--- src/rtl/seq_detect_sched_if.sv ---
// Bundle of per-channel serial inputs and engine/status outputs for seq_detect_sched.
// Latency: n/a (wiring only).
// Backpressure: none; the master drives data/valid, the slave reports grants, flags and overflow.
interface seq_detect_sched_if #(
  parameter int NCH = 4
);
  localparam int IDW = (NCH > 1) ? $clog2(NCH) : 1;

  logic [NCH-1:0] din;
  logic [NCH-1:0] din_vld;
  logic           ovf_clr;
  logic [NCH-1:0] flag;
  logic           gnt_vld;
  logic [IDW-1:0] gnt_id;
  logic [NCH-1:0] ovf;
  logic [7:0]     match_cnt;

  modport master (
    output din, din_vld, ovf_clr,
    input  flag, gnt_vld, gnt_id, ovf, match_cnt
  );

  modport slave (
    input  din, din_vld, ovf_clr,
    output flag, gnt_vld, gnt_id, ovf, match_cnt
  );
endinterface

--- src/rtl/seq_detect_sched.sv ---
// Round-robin shared pattern-match engine serving NCH serial channels, one bit buffered per channel.
// Latency: bit captured at falling edge k is matched at edge k+1 at the earliest; outputs registered.
// Backpressure: none upstream; a bit arriving while its slot is still occupied is dropped and sets sticky ovf.
// Option: define SEQ_SCHED_OVERLAP_EN to keep match history after a hit (overlapping detection).
module seq_detect_sched #(
  parameter int              NCH     = 4,
  parameter int              PLEN    = 4,
  parameter logic [PLEN-1:0] PATTERN = 4'b1101
) (
  input  logic               clk,
  input  logic               rst,
  seq_detect_sched_if.slave  bus
);
  localparam int IDW = (NCH > 1) ? $clog2(NCH) : 1;
  localparam int FW  = $clog2(PLEN);
  localparam int HW  = PLEN - 1;
  localparam logic [FW-1:0] FILL_FULL = FW'(PLEN - 1);

  // per-channel buffered bit and private detector history
  logic [NCH-1:0] pend;
  logic [NCH-1:0] pbit;
  logic [HW-1:0]  hist [NCH];
  logic [FW-1:0]  fill [NCH];
  logic [IDW-1:0] ptr;

  // registered outputs
  logic [NCH-1:0] flag_q;
  logic           gnt_vld_q;
  logic [IDW-1:0] gnt_id_q;
  logic [NCH-1:0] ovf_q;
  logic [7:0]     cnt_q;

  // combinational arbitration / engine results
  logic           gnt_hit;
  logic [IDW-1:0] gnt;
  logic [IDW-1:0] cand;
  logic [NCH-1:0] gnt_oh;
  logic [PLEN-1:0] win;
  logic           hit;
  logic [NCH-1:0] take;
  logic [NCH-1:0] ovf_set;

  assign bus.flag      = flag_q;
  assign bus.gnt_vld   = gnt_vld_q;
  assign bus.gnt_id    = gnt_id_q;
  assign bus.ovf       = ovf_q;
  assign bus.match_cnt = cnt_q;

  // Round-robin pick: first pending channel at or after ptr, wrapping.
  always_comb begin
    gnt_hit = 1'b0;
    gnt     = '0;
    cand    = '0;
    gnt_oh  = '0;
    for (int k = 0; k < NCH; k++) begin
      cand = IDW'((int'(ptr) + k) % NCH);
      if (!gnt_hit && pend[cand]) begin
        gnt_hit      = 1'b1;
        gnt          = cand;
        gnt_oh[cand] = 1'b1;
      end
    end
  end

  // Engine window for the granted channel and capture/drop decision for every channel.
  always_comb begin
    win     = {hist[gnt], pbit[gnt]};
    hit     = gnt_hit && (win == PATTERN) && (fill[gnt] == FILL_FULL);
    // a slot being drained this edge can accept the channel's next bit
    take    = bus.din_vld & (~pend | gnt_oh);
    ovf_set = bus.din_vld & pend & ~gnt_oh;
  end

  // Capture into the one-bit buffers and maintain sticky overflow (a new overflow beats ovf_clr).
  always_ff @(negedge clk or posedge rst) begin
    if (rst) begin
      pend  <= '0;
      pbit  <= '0;
      ovf_q <= '0;
    end else begin
      pend  <= take | (pend & ~gnt_oh);
      pbit  <= (pbit & ~take) | (bus.din & take);
      ovf_q <= (ovf_q & ~{NCH{bus.ovf_clr}}) | ovf_set;
    end
  end

  // Advance the granted channel's history and fill count.
  always_ff @(negedge clk or posedge rst) begin
    if (rst) begin
      for (int i = 0; i < NCH; i++) begin
        hist[i] <= '0;
        fill[i] <= '0;
      end
    end else if (gnt_hit) begin
`ifdef SEQ_SCHED_OVERLAP_EN
      hist[gnt] <= win[PLEN-2:0];
      if (fill[gnt] != FILL_FULL) fill[gnt] <= fill[gnt] + 1'b1;
`else
      if (hit) begin
        // non-overlapping: next match needs PLEN fresh bits
        hist[gnt] <= '0;
        fill[gnt] <= '0;
      end else begin
        hist[gnt] <= win[PLEN-2:0];
        if (fill[gnt] != FILL_FULL) fill[gnt] <= fill[gnt] + 1'b1;
      end
`endif
    end
  end

  // Registered grant/flag outputs, saturating match counter and round-robin pointer.
  always_ff @(negedge clk or posedge rst) begin
    if (rst) begin
      flag_q    <= '0;
      gnt_vld_q <= 1'b0;
      gnt_id_q  <= '0;
      cnt_q     <= '0;
      ptr       <= '0;
    end else begin
      flag_q    <= hit ? gnt_oh : '0;
      gnt_vld_q <= gnt_hit;
      if (gnt_hit) begin
        gnt_id_q <= gnt;
        ptr      <= (gnt == IDW'(NCH - 1)) ? '0 : gnt + 1'b1;
      end
      if (hit && cnt_q != 8'hFF) cnt_q <= cnt_q + 8'd1;
    end
  end
endmodule
--- src/flat_wrapper.sv ---
// flat-port wrapper written by rule: the top's interface ports become plain ports
module seq_detect_sched_flat 
#(
  parameter int              NCH     = 4,
  parameter int              PLEN    = 4,
  parameter logic [PLEN-1:0] PATTERN = 4'b1101
)
  (clk, rst, bus_din, bus_din_vld, bus_ovf_clr, bus_flag, bus_gnt_vld, bus_gnt_id, bus_ovf, bus_match_cnt);
  seq_detect_sched_if #(.NCH(NCH)) bus_i ();
  input  logic clk;
  input  logic rst;
  input wire logic [$bits(bus_i.din)-1:0] bus_din;
  input wire logic [$bits(bus_i.din_vld)-1:0] bus_din_vld;
  input wire logic [$bits(bus_i.ovf_clr)-1:0] bus_ovf_clr;
  output wire logic [$bits(bus_i.flag)-1:0] bus_flag;
  output wire logic [$bits(bus_i.gnt_vld)-1:0] bus_gnt_vld;
  output wire logic [$bits(bus_i.gnt_id)-1:0] bus_gnt_id;
  output wire logic [$bits(bus_i.ovf)-1:0] bus_ovf;
  output wire logic [$bits(bus_i.match_cnt)-1:0] bus_match_cnt;
  assign bus_i.din = bus_din;
  assign bus_i.din_vld = bus_din_vld;
  assign bus_i.ovf_clr = bus_ovf_clr;
  assign bus_flag = bus_i.flag;
  assign bus_gnt_vld = bus_i.gnt_vld;
  assign bus_gnt_id = bus_i.gnt_id;
  assign bus_ovf = bus_i.ovf;
  assign bus_match_cnt = bus_i.match_cnt;
  seq_detect_sched #(.NCH(NCH), .PLEN(PLEN), .PATTERN(PATTERN)) u_core (.clk(clk), .rst(rst), .bus(bus_i));
endmodule
--- config.mk ---
export PLATFORM = sky130hd
export DESIGN_NAME = seq_detect_sched_flat
export DESIGN_NICKNAME = d
export VERILOG_FILES = /design/src/rtl/seq_detect_sched_if.sv /design/src/rtl/seq_detect_sched.sv /design/src/flat_wrapper.sv
export SDC_FILE = /design/constraint.sdc
export NUM_CORES = 1
export LEC_CHECK = 0
export CAP_MARGIN = 20
export CORE_MARGIN = 1.5
export CORE_UTILIZATION = 50
export CTS_BUF_LIST = sky130_fd_sc_hd__clkbuf_4 sky130_fd_sc_hd__clkbuf_8 sky130_fd_sc_hd__clkbuf_16
export CTS_CLUSTER_SIZE = 16
export DETAILED_ROUTE_END_ITERATION = 8
export GPL_ROUTABILITY_DRIVEN = 1
export PLACE_DENSITY = 0.72
export SYNTH_ARGS = -nofsm -noshare
export SYNTH_HDL_FRONTEND = slang
export SYNTH_SLANG_ARGS = --single-unit
--- constraint.sdc ---
create_clock -name clk -period 5.8 [get_ports clk]
set_input_delay 0.58 -clock clk [delete_from_list [all_inputs] [get_ports clk]]
set_output_delay 0.58 -clock clk [all_outputs]
set_load 0.02 [all_outputs]
==> results.md <==
- Core Util, Final: 60.0%
- Netlist cell types: 53
- YS warnings: 0
- First-pass detailed-route iteration total: 4
- Vias in the first global route: 2185
- FILL cells: 473
- Synth Flop Type: dfrtn_1
- Maximum clock insertion buffer count: 2
- Share of cells above drive strength 1: 11.8%
- Worst setup margin: 0.866 ns
- Initial Utilization: 51.9%
- Final HPWL DP: 4360 microns
- DR WL/cell: 15.5 microns
- Row count: 27
- # clock sinks: 49
- CP top delay family: buffers and inverters
- Initial antenna violation count: 0
- GR Util All Layers: 21.2%
- Slew Viols, Final: 0
- Crit-path cells: clkdlybuf4s50_1
- Slowest CP cell: clkdlybuf4s50_1
- Sequential element share of the synthesized area: 42.9%
- Max cap viols: 0
- DRT antenna net count: 0
- Post-synth ARST share: 100%
- Io pins: 30
- Fin Setup TNS: 0 ns
- Hold_buf cts: 0
- Die Span Y: 78.6 microns
- Worst Tran Pin Value: 0.622 ns
- Hold WC Path Type: flip-flop to flip-flop
- Critical Path Source Type: flip-flop
- Clock Skews: 0.00919 ns
- CTS Buf Count: 5
- CTS clk-pin slew, worst paths: 0.06 ns
- Core Region: 5510 sq um
- First-pass GRT wire length: 10300 microns
- Place WS: 0.981 ns
- Total Wirelength: 5980 microns
- DRT iter0 DRCs: 194
- EDFF count, synth: 0
- Crit path DAT: 4.35 ns
- Crit path capture type: primary output
- Worst Path Required: 5.22 ns
- Nets: 338
- Worst path bufs/invs: 1
- Crit Path Max Fanout: 7
- Slew HR: 58.5%
- Resized cells post-CTS: 0
- PortBufs: 29
- Inserted Diodes: 0
- Max incr delay on CP: 0.64 ns
- Worst skew pair latency: 0.31 ns
- Post-Syn Instances: 285
- RSZ-0062 raised after global routing: false
- Maximum number of pins on one net before global-route repair: 50
- GPL Wtd Cong: 0.844
- DR vias: 2170
- Commonest cells after routing, fill and taps aside: nand2_1 (56), dfrtn_1 (49), clkdlybuf4s50_1 (29), inv_1 (15), ha_1 (14)
- Via density: 5.62
- Drc violations: 0
- Final setup viols: 0
- Synth Register Bits: 49
- Synth Area per Inst: 10.0 sq um
- GRT Residual Overflow: 0
- Area Overhead vs Synth: 15.7%
- CTS tree: yes
- Critical path type: flip-flop to primary output
- Syn Nets: 310
- Post-Layout Inst Area: 3300 sq um
- Die area: 6180 sq um
- Hold Vio Cnt, Final: 0
- Setup Buffers After CTS: 0
- Clock root buffer: clkbuf_8
- DP Area: 3190 sq um
- Cell area after synthesis: 2860 sq um
- H-tree depth: 2
- Die width: 78.6 microns
- Commonest non-fill, non-tap cell in the layout: nand2_1
- Status: completed
==> Yosys cell counts (all sizes together) (7+ instances only) <==
master   instances  area, sq um
a31oi            7         43.8
buf              8         52.6
dfrtn           49         1230
ha              14          175
inv             17         63.8
mux2            12          135
mux2i            9         90.1
nand2           56          210
nor2             9         36.3
nor3             7         45.0
o21ai           11         55.1
o2bb2ai          8         70.1
==> logic make-up (layout without fill, tap and decap cells) <==
family,Yosys count,in the layout,share of synthesized area (%)
multiplexers,25,25,11.0
flip-flops,49,49,42.9
adder cells (fa/ha/maj),14,14,6.13
AND/OR/NAND/NOR,105,105,18.5
AO/OA/AOI/OAI,60,60,15.5
XOR/XNOR,5,5,1.53
buffers and inverters,27,56,4.34
==> final cells by class <==
cell class | instances | area (sq um) | share of cell area, %
Tap cell | 72 | 90.1 | 2.73
Timing Repair Buffer | 31 | 305 | 9.24
Clock buffer | 5 | 68.8 | 2.08
Clock inverter | 3 | 43.8 | 1.33
Inverter | 17 | 63.8 | 1.93
Sequential cell | 49 | 1230 | 37.1
Multi-Input combinational cell | 209 | 1510 | 45.6
==> sequential cells by signal (all words and copies together), names as in the netlist, named ones only <==
signal                cells
u_core.pend               4
u_core.bus.gnt_vld        1
u_core.hist              12
u_core.bus.match_cnt      8
u_core.bus.gnt_id         2
u_core.bus.ovf            4
u_core.ptr                2
u_core.bus.flag           4
u_core.fill               8
==> per-stage QoR <==
step           hold slack, ns  std cells
2_1_floorplan           0.416        285
3_3_place_gp            0.422        378
3_5_place_dp            0.437        378
4_1_cts                 0.437        386
5_1_grt                 0.456        386
6_report                0.434        386
==> metal layers <==
| metal | global-route usage [%] | vias to the layer above | share of wire, % |
|---|---|---|---|
| li1 | - | 1076 | - |
| met1 | 27.4 | 1039 | 45 |
| met2 | 34.8 | 44 | 49 |
| met3 | 3.72 | 11 | 4.3 |
| met4 | 9.29 | 0 | 1.7 |
| met5 | 0 | - | 0 |
==> final timing paths <==
check,from,endpoint,slack [ns],cells past startpoint
worst max-delay path,u_core.bus.match_cnt[2],bus_match_cnt[2],0.87,1
worst min-delay path,u_core.hist[2],u_core.hist[2],0.43,2
worst max register to register,u_core.ptr[1],u_core.bus.match_cnt[1],0.93,13
worst min register to register,u_core.hist[2],u_core.hist[2],0.43,2
max in group asynchronous,rst,u_core.fill[3],1.82,3
min in group asynchronous,rst,u_core.bus.ovf[2],3.52,3
Power is left out: the tool's default activity adds up to more than one toggle a clock period on the data nets, which glitch-free logic cannot reach.
==> RTL change: new RTL, same flow settings <==
`NCH` is set to 4 in 3 places; all go to 2.
--- a/src/rtl/seq_detect_sched_if.sv
+++ b/src/rtl/seq_detect_sched_if.sv
@@ -4,3 +4,3 @@
 interface seq_detect_sched_if #(
-  parameter int NCH = 4
+  parameter int NCH = 2
 );
--- a/src/rtl/seq_detect_sched.sv
+++ b/src/rtl/seq_detect_sched.sv
@@ -5,3 +5,3 @@
 module seq_detect_sched #(
-  parameter int              NCH     = 4,
+  parameter int              NCH     = 2,
   parameter int              PLEN    = 4,
--- a/src/flat_wrapper.sv
+++ b/src/flat_wrapper.sv
@@ -3,3 +3,3 @@
 #(
-  parameter int              NCH     = 4,
+  parameter int              NCH     = 2,
   parameter int              PLEN    = 4,
Interface: changed (5 resized); port bits go from 30 to 21. The function was not compared with the original's and may differ.
==> RTL change against the unedited design <==
  * First-iteration DRC count shrank 89%
  * Wire length shrank 61%
  * Worst setup slack is essentially flat
  * Non-clock buffer count shrank 10
  * Sequential cell count shrank 20
  * Cell count shrank 53%
  * Area after synthesis shrank 53%
  * Design area shrank 51%
  * Die area shrank 51%
  * Largest cell class is now registers
  * Highest routed layer unchanged
==> RTL change: results <==
metrics = {
    "logic_synthesis": {
        "synth_nets": 132,
        "synth-xor-area-share_pct": 3.16,
        "ys_top_cells_by_area": "dfrtn_1 54%, nand2_1 8.1%, mux2_2 6.7%",
        "yosysWarnings": 0,
        "synth_top_flop_cell": "dfrtn_1",
        "yosysUniqueCellTypes": 31,
        "netlist_top_cells_count": "29 x dfrtn_1, 29 x nand2_1, 8 x mux2_2, 8 x o21ai_0, 6 x inv_1",
        "synth_compound_area_share_pct": 10.7,
        "muxShareOfSynthArea_pct": 6.69,
        "synthAdderAreaFrac_pct": 1.86,
        "ys_seq_area_share_pct": 53.9,
    },
    "grt": {
        "use_met2_pct": 26.0,
        "antenna_found_initial": 0,
        "grt_usage_pct": 18.1,
        "grt_util_met3_pct": 5.65,
        "grt_pass1_wl_um": 3780,
        "grtUsageMet1_pct": 25.0,
        "grt_pass1_vias": 860,
        "grt_max_degree": 30,
    },
    "place": {
        "post-dp-hpwl_um": 1690,
        "gp_congestion": 0.720,
        "numPortBuffers": 20,
        "dp_slack_ns": 1.20,
    },
    "clock_network": {
        "clockRootBuffer": "clkbuf_4",
        "cts.path.max_buffers": 2,
        "htree_levels": 2,
        "clk_latency_ns": 0.31,
    },
    "setup_path": {
        "cp-endpoint": "bus_match_cnt[4]",
        "r2r_start": "u_core.ptr",
        "path_max_fanout": 4,
        "crit_path_start": "u_core.bus.match_cnt[4]",
        "cpPeakStageDelay_ns": 0.64,
        "r2r.worst_path.cells": 8,
        "cp.arrival_ns": 4.35,
        "r2r_slack_ns": 3.11,
        "r2r_end": "u_core.bus.match_cnt[4]",
    },
    "cells_and_area": {
        "antenna_cells": 0,
        "drive_gt1_share_pct": 17.3,
        "largest_reg_flops": 8,
        "nNetsFinal": 158,
        "fill_cells": 213,
    },
    "sta": {
        "fin_ws_ns": 0.866,
        "worst_slew_pin_slew_ns": 0.657,
        "finalHoldViolCount": 0,
        "clock_skew_ns": 0.00688,
    },
    "route": {
        "vias_per_cell": 5.27,
        "drt-total-wl_um": 2330,
        "drt_iter0_markers": 21,
        "firstDrtPassIters": 4,
    },
    "power_and_ir_drop": {
        "ir_drop_mv": 0.284,
    },
    "outcome": {
        "status": "finished, final reports clean",
    },
}
==> RTL change: how the worst min path moves through the flow <==
stage / startpoint / endpoint / depth (start not counted)
CTS: u_core.fill[3] / u_core.fill[3] / 2
detailed placement: u_core.fill[3] / u_core.fill[3] / 2
global placement: u_core.fill[3] / u_core.fill[3] / 2
global route: u_core.hist[5] / u_core.hist[5] / 2
finish: u_core.fill[3] / u_core.fill[3] / 2
floorplan: u_core.fill[3] / u_core.fill[3] / 2
==> RTL change: cell type report <==
cell class,instances,share of cell area (%)
timing repair buffer,21,12.7
clock buffer,8,3.68
sequential,29,44.4
tap,30,2.30
multi-input combinational,86,35.5
inverter,6,1.38
==> RTL change: routing by layer <==
metal | up-vias | routed length, µm | part of all wire, %
met5 | - | 0 | 0
met3 | 5 | 85 | 3.7
li1 | 475 | - | -
met1 | 456 | 1130 | 48
met2 | 13 | 1080 | 46
met4 | 0 | 35 | 1.5
==> RTL change: stage by stage <==
stage / std cells / utilization (%) / hold WS [ns] / area [µm²] / total power [µW]
after floorplan: 123 / - / 0.404 / 1350 / 439
after global routing: 180 / 64.8 / 0.452 / 1630 / 662
final: 180 / 64.8 / 0.427 / 1630 / 618
after detailed placement: 172 / 62.4 / 0.432 / 1570 / 499
after global placement: 172 / 62.4 / 0.426 / 1570 / 489
after CTS: 180 / 64.8 / 0.432 / 1630 / 625
==> RTL change: power by group <==
| group | switching, µW | internal, µW |
|---|---|---|
| Clock | 63.1 | 62.3 |
| Combinational | 97.0 | 91.4 |
| Sequential | 42.2 | 262 |
| Total | 202 | 416 |
